`src/rtl/hb_interp2_serial.sv`:
```
// Polyphase x2 halfband interpolator sharing one multiplier between the pair MAC and the centre tap.
// Each accepted sample yields an even-phase output followed by an odd-phase output over valid/ready.
module hb_interp2_serial #(
   parameter int WIDTH  = 18,
   parameter int COEF_W = 18,
   parameter int NTAPS  = 15,
   parameter int ROUND  = 1,
   localparam int NU    = (NTAPS + 1) / 4,
   localparam int AW    = $clog2(NU + 1)
) (
   input  logic              sys_clk,
   input  logic              reset,
   input  logic [WIDTH-1:0]  in_data,
   input  logic              in_valid,
   output logic              in_ready,
   output logic [WIDTH-1:0]  out_data,
   output logic              out_valid,
   input  logic              out_ready,
   input  logic              bypass,
   input  logic              coef_we,
   input  logic [AW-1:0]     coef_addr,
   input  logic [COEF_W-1:0] coef_wdata,
   output logic              coef_err,
   output logic              sat_flag,
   input  logic              sat_clr
);

   localparam int D      = (NTAPS + 1) / 2;
   localparam int CI     = (NTAPS - 3) / 4;
   localparam int CW     = $clog2(NU + 1);
   localparam int PRE_W  = WIDTH + 1;
   localparam int PROD_W = PRE_W + COEF_W;
   localparam int ACC_W  = WIDTH + COEF_W + $clog2(NU) + 1;
   localparam int XW     = ACC_W + 1;
   localparam int SH     = COEF_W - 2;

   localparam logic signed [XW-1:0] RND  = (ROUND != 0) ? (XW'(1) << (COEF_W - 3)) : XW'(0);
   localparam logic signed [XW-1:0] MAXV = (XW'(1) << (WIDTH - 1)) - XW'(1);
   localparam logic signed [XW-1:0] MINV = -(XW'(1) << (WIDTH - 1));
   localparam logic [COEF_W-1:0]    HC_RST = (COEF_W'(1) << (COEF_W - 1)) - COEF_W'(1);

   if (NTAPS % 4 != 3) begin : g_bad_ntaps
      $error("hb_interp2_serial: NTAPS must satisfy NTAPS %% 4 == 3");
   end

   typedef enum logic [1:0] {
      S_IDLE,
      S_MAC,
      S_OUT_E,
      S_OUT_O
   } state_t;

   state_t                   state_q;
   logic [CW-1:0]            cnt_q;
   logic signed [ACC_W-1:0]  acc_q;
   logic                     byp_q;
   logic [WIDTH-1:0]         odd_q;
   logic [WIDTH-1:0]         out_data_q;
   logic                     out_valid_q;
   logic                     sat_q;
   logic                     coef_err_q;

   logic signed [WIDTH-1:0]  x_q [D];
   logic signed [COEF_W-1:0] hp_q [NU];
   logic signed [COEF_W-1:0] hc_q;

   logic                     accept;
   logic                     coef_ok;
   logic                     last_slot;
   logic                     sat_set;
   logic signed [PRE_W-1:0]  pair_sum [NU];
   logic signed [PRE_W-1:0]  pre_add;
   logic signed [COEF_W-1:0] mul_coef;
   logic signed [PROD_W-1:0] prod;
   logic [WIDTH:0]           even_res;
   logic [WIDTH:0]           odd_res;

   assign accept    = in_valid && (state_q == S_IDLE);
   assign coef_ok   = coef_we && (state_q == S_IDLE) && (coef_addr <= AW'(NU));
   assign last_slot = (state_q == S_MAC) && (cnt_q == CW'(NU));

   // Symmetric taps share a coefficient, so pre-add the mirrored samples.
   genvar gi;
   for (gi = 0; gi < NU; gi++) begin : g_pair
      assign pair_sum[gi] = PRE_W'(x_q[gi]) + PRE_W'(x_q[D-1-gi]);
   end

   // Slots 0..NU-1 feed the pair MAC; slot NU reuses the multiplier for the centre tap.
   always_comb begin
      pre_add  = PRE_W'(x_q[CI]);
      mul_coef = hc_q;
      for (int j = 0; j < NU; j++) begin
         if (cnt_q == CW'(j)) begin
            pre_add  = pair_sum[j];
            mul_coef = hp_q[j];
         end
      end
   end

   assign prod = pre_add * mul_coef;

   // Bit WIDTH of the result flags that clamping occurred.
   function automatic logic [WIDTH:0] scale_sat(input logic signed [ACC_W-1:0] v);
      logic signed [XW-1:0] r;
      r = (XW'(v) + RND) >>> SH;
      if (r > MAXV)
         return {1'b1, MAXV[WIDTH-1:0]};
      else if (r < MINV)
         return {1'b1, MINV[WIDTH-1:0]};
      else
         return {1'b0, r[WIDTH-1:0]};
   endfunction

   assign even_res = scale_sat(acc_q);
   assign odd_res  = scale_sat(ACC_W'(prod));
   assign sat_set  = last_slot && !byp_q && (even_res[WIDTH] || odd_res[WIDTH]);

   always_ff @(posedge sys_clk or posedge reset) begin
      if (reset) begin
         for (int i = 0; i < D; i++) x_q[i] <= '0;
      end else if (accept) begin
         x_q[0] <= $signed(in_data);
         for (int i = 1; i < D; i++) x_q[i] <= x_q[i-1];
      end
   end

   always_ff @(posedge sys_clk or posedge reset) begin
      if (reset) begin
         for (int j = 0; j < NU; j++) hp_q[j] <= '0;
         hc_q <= HC_RST;
      end else if (coef_ok) begin
         if (coef_addr == AW'(NU)) begin
            hc_q <= coef_wdata;
         end else begin
            for (int j = 0; j < NU; j++)
               if (coef_addr == AW'(j)) hp_q[j] <= coef_wdata;
         end
      end
   end

   always_ff @(posedge sys_clk or posedge reset) begin
      if (reset) begin
         coef_err_q <= 1'b0;
         sat_q      <= 1'b0;
      end else begin
         coef_err_q <= coef_we && !coef_ok;
         if (sat_set)
            sat_q <= 1'b1;
         else if (sat_clr)
            sat_q <= 1'b0;
      end
   end

   always_ff @(posedge sys_clk or posedge reset) begin
      if (reset) begin
         state_q     <= S_IDLE;
         cnt_q       <= '0;
         acc_q       <= '0;
         byp_q       <= 1'b0;
         odd_q       <= '0;
         out_data_q  <= '0;
         out_valid_q <= 1'b0;
      end else begin
         case (state_q)
            S_IDLE: begin
               if (accept) begin
                  byp_q   <= bypass;
                  acc_q   <= '0;
                  cnt_q   <= '0;
                  state_q <= S_MAC;
               end
            end
            S_MAC: begin
               if (last_slot) begin
                  out_data_q  <= byp_q ? x_q[0] : even_res[WIDTH-1:0];
                  odd_q       <= byp_q ? x_q[0] : odd_res[WIDTH-1:0];
                  out_valid_q <= 1'b1;
                  state_q     <= S_OUT_E;
               end else begin
                  acc_q <= acc_q + ACC_W'(prod);
                  cnt_q <= cnt_q + CW'(1);
               end
            end
            S_OUT_E: begin
               if (out_ready) begin
                  out_data_q <= odd_q;
                  state_q    <= S_OUT_O;
               end
            end
            S_OUT_O: begin
               if (out_ready) begin
                  out_valid_q <= 1'b0;
                  state_q     <= S_IDLE;
               end
            end
            default: state_q <= S_IDLE;
         endcase
      end
   end

   assign in_ready  = (state_q == S_IDLE);
   assign out_data  = out_data_q;
   assign out_valid = out_valid_q;
   assign coef_err  = coef_err_q;
   assign sat_flag  = sat_q;

endmodule

```
`config.mk`:
```
export PLATFORM = sky130hd
export DESIGN_NAME = hb_interp2_serial
export DESIGN_NICKNAME = d
export VERILOG_FILES = /design/src/rtl/hb_interp2_serial.sv
export SDC_FILE = /design/constraint.sdc
export NUM_CORES = 2
export LEC_CHECK = 0
export ABC_AREA = 1
export ABC_CLOCK_PERIOD_IN_PS = 26500
export BUFFER_PORTS_ARGS = -buffer_cell sky130_fd_sc_hd__clkbuf_2
export CORE_ASPECT_RATIO = 1.1
export CORE_MARGIN = 3
export CORE_UTILIZATION = 45
export DETAILED_ROUTE_END_ITERATION = 16
export PLACE_DENSITY = 0.57
export SKIP_CTS_REPAIR_TIMING = 1
export SLEW_MARGIN = 20
export SYNTH_ARGS = -nofsm -noshare
export SYNTH_HDL_FRONTEND = slang
export SYNTH_SLANG_ARGS = --single-unit
```
`constraint.sdc`:
```
create_clock -name sys_clk -period 26.5 [get_ports sys_clk]
set_clock_uncertainty 0.15 [all_clocks]
set_input_delay 1.325 -clock sys_clk [delete_from_list [all_inputs] [get_ports sys_clk]]
set_output_delay 1.325 -clock sys_clk [all_outputs]
set_load 0.02 [all_outputs]
```
==> results.sh <==
export IMPL_status="finished, final reports clean"
export IMPL_critPathMostFrequentCell="nand2_1"
export IMPL_syn_inst=4746
export IMPL_tns_ns=0
export IMPL_ys_flop_type="dfrtp_1"
export IMPL_via_per_inst=5.22
export IMPL_portBuffers=67
export IMPL_cts_path_max_buffers=3
export IMPL_numCtsBuffers=39
export IMPL_start_util_pct=45.5
export IMPL_finalHoldViolCount=0
export IMPL_cts_tree="done"
export IMPL_ys_warnings_count=0
export IMPL_grt_overflow=0
export IMPL_grt_pass1_wl_um=171000
export IMPL_wl_um=107000
export IMPL_start_kind="flip-flop"
export IMPL_yosysMostFrequentCell="nand2_1"
export IMPL_slowest_delay_ns=0.65
export IMPL_row_count=106
export IMPL_synth_distinct_cells=63
export IMPL_grt_max_degree=121
export IMPL_min_period_over_period_pct=42.4
export IMPL_antenna_found_initial=1
export IMPL_die_width_um=271
export IMPL_period_minus_slack_ns=11.24
export IMPL_cts_sinks=318
export IMPL_drc=0
export IMPL_synth_area_um2=34700
export IMPL_setup_viol=0
export IMPL_ys_seq_elements=318
export IMPL_drt_pass1_iterations=6
export IMPL_max_freq_ghz=0.0890
export IMPL_syn_avg_cell_area_um2=7.31
export IMPL_slew_viol_final=0
export IMPL_synth_area_leaders="dfrtp_1 22%, fa_1 20%, nand2_1 15%, inv_1 9.1%, ha_1 7.8%"
export IMPL_insertedDiodeCount=0
export IMPL_synthArstFlopShare_pct=100
export IMPL_clk_latency_ns=0.58
export IMPL_synth_top_area_share_pct=21.7
export IMPL_max_cap_violations=0
export IMPL_dp_final_hpwl_um=84700
export IMPL_core_region_area_um2=76300
export IMPL_die_h_um=297
export IMPL_multi_input_area_um2=22900
export IMPL_yosys_area_top_type="dfrtp_1"
export IMPL_max_slew_worst_pin_slew_ns=1.05
export IMPL_vias=30200
export IMPL_crit_required_ns=26.79
export IMPL_wire_per_inst_um=18.5
export IMPL_ios=68
export IMPL_fillCellCount=7882
export IMPL_synth_edff_count=0
export IMPL_rsz0062_at_grt="no"
export IMPL_synthToLayoutAreaGrowth_pct=7.65
export IMPL_ff_latch_area_um2=7980
export IMPL_globalplace_congestion=0.972
export IMPL_drive_above_1_share_pct=6.17
export IMPL_ant_nets=0
export IMPL_path_class="flip-flop to flip-flop"
export IMPL_slew_headroom_pct=29.0
export IMPL_ys_seq_area_share_pct=23.0
export IMPL_slowest_stage="o21ai_1"
export IMPL_clk_pin_slew_ns=0.06
export IMPL_grt_pass1_vias=30400
export IMPL_htreeDepth=2
export IMPL_synth_nets=5352
export IMPL_nNetsFinal=5342
export IMPL_arrival_ns=11.54
export IMPL_synthTopCellsByCount="1,403 x nand2_1, 840 x inv_1, 344 x fa_1, 320 x nor2_1, 301 x dfrtp_1"
export IMPL_hold_class="flip-flop to flip-flop"
export IMPL_critPathMaxFanout=13
export IMPL_dieArea_um2=80500
export IMPL_endpoint_kind="flip-flop"
export IMPL_cts_root_buf="clkbuf_16"
export IMPL_track_usage_pct=27.0
export IMPL_drt_initial_drc_count=2168
==> stage by stage <==
step / util (%) / area, um2 / cells / hold slack (ns) / setup WS, ns
floorplan: - / 34700 / 4746 / 0.298 / 16.25
CTS: 49.0 / 37300 / 5791 / 0.334 / 15.38
global placement: 47.1 / 36000 / 5721 / 0.314 / 15.44
global route: 49.0 / 37300 / 5791 / 0.356 / 14.47
finish: 49.0 / 37300 / 5791 / 0.328 / 15.26
detailed placement: 47.1 / 36000 / 5721 / 0.314 / 15.43
==> final timing paths <==
check / start / end / slack [ns] / cells past startpoint
setup / recovery: x_q[126]$_DFFE_PP0P_ / acc_q[28]$_DFFE_PP0P_ / 15.26 / 48
hold / removal: out_data[2]$_DFFE_PP0P_ / out_data[2]$_DFFE_PP0P_ / 0.33 / 2
setup reg to reg: x_q[126]$_DFFE_PP0P_ / acc_q[28]$_DFFE_PP0P_ / 15.26 / 48
hold reg to reg: out_data[2]$_DFFE_PP0P_ / out_data[2]$_DFFE_PP0P_ / 0.33 / 2
max in group asynchronous: reset / hp_q[56]$_DFFE_PP0P_ / 23.05 / 4
min in group asynchronous: reset / out_data[2]$_DFFE_PP0P_ / 0.69 / 2
==> layout make-up <==
type                            count  area share [%]
Clock inverter                     18           0.878
Timing Repair Buffer               94            1.44
Tap cell                         1026            3.44
Sequential cell                   318            21.4
Clock buffer                       52            2.85
Multi-Input combinational cell   3413            61.3
Inverter                          870            8.77
==> cell families after synthesis <==
kind of cell	Yosys count	share of synthesized area [%]
AOI/OAI and AO/OA	682	11.0
xor gates and xnor gates	97	2.47
adders and majority gates	560	27.6
buffers and inverters	1015	11.1
DFF	318	23.0
muxes	1	0.0289
and+or+nand+nor	2073	24.8
==> critical path: cells and delay by family (launching register included) <==
family | cells | cell delay [ns]
buf+inv | 5 | 0.40
simple gates | 21 | 2.89
fa+ha+maj | 10 | 4.51
flops | 1 | 0.40
compound gates | 10 | 2.05
xor+xnor | 2 | 0.70
==> layer usage <==
metal	routed length [um]	GRT usage [%]
met4	4040	9.08
met3	5620	3.11
met1	46300	35.8
met5	0	0
met2	51300	46.1
==> layout by cell type, fill, tap and decap left out, types with 6 or more instances in the layout <==
master / instances
nand2_1: 1400
inv_1: 838
fa_1: 344
nor2_1: 318
dfrtp_1: 301
o21ai_0: 296
a21oi_1: 245
ha_1: 216
nand3_1: 148
xor2_1: 76
clkbuf_2: 67
o211ai_1: 41
clkbuf_16: 39
nand4_1: 38
nor3_1: 31
and2_1: 31
nand2_2: 28
buf_4: 27
nor2_2: 24
xnor2_1: 20
o21bai_1: 18
dfstp_2: 17
clkinv_1: 16
o31ai_1: 15
inv_2: 14
nor2_4: 11
nand3_2: 10
clkbuf_1: 9
a31oi_1: 8
or2_2: 8
o21a_1: 8
nand2_4: 7
nor4_1: 7
a21o_1: 7
bufinv_16: 7
o22ai_1: 6
o21ai_1: 6
a211oi_1: 6
==> sequential cells by signal, indices dropped and copies added, names as in the netlist, 2 cells and up <==
name,cells
hc_q,18
odd_q,18
cnt_q,3
x_q,144
state_q,2
out_data,18
acc_q,39
hp_q,72
Power is left out: the tool's default activity adds up to more than one toggle a clock period on the data nets, which glitch-free logic cannot reach.
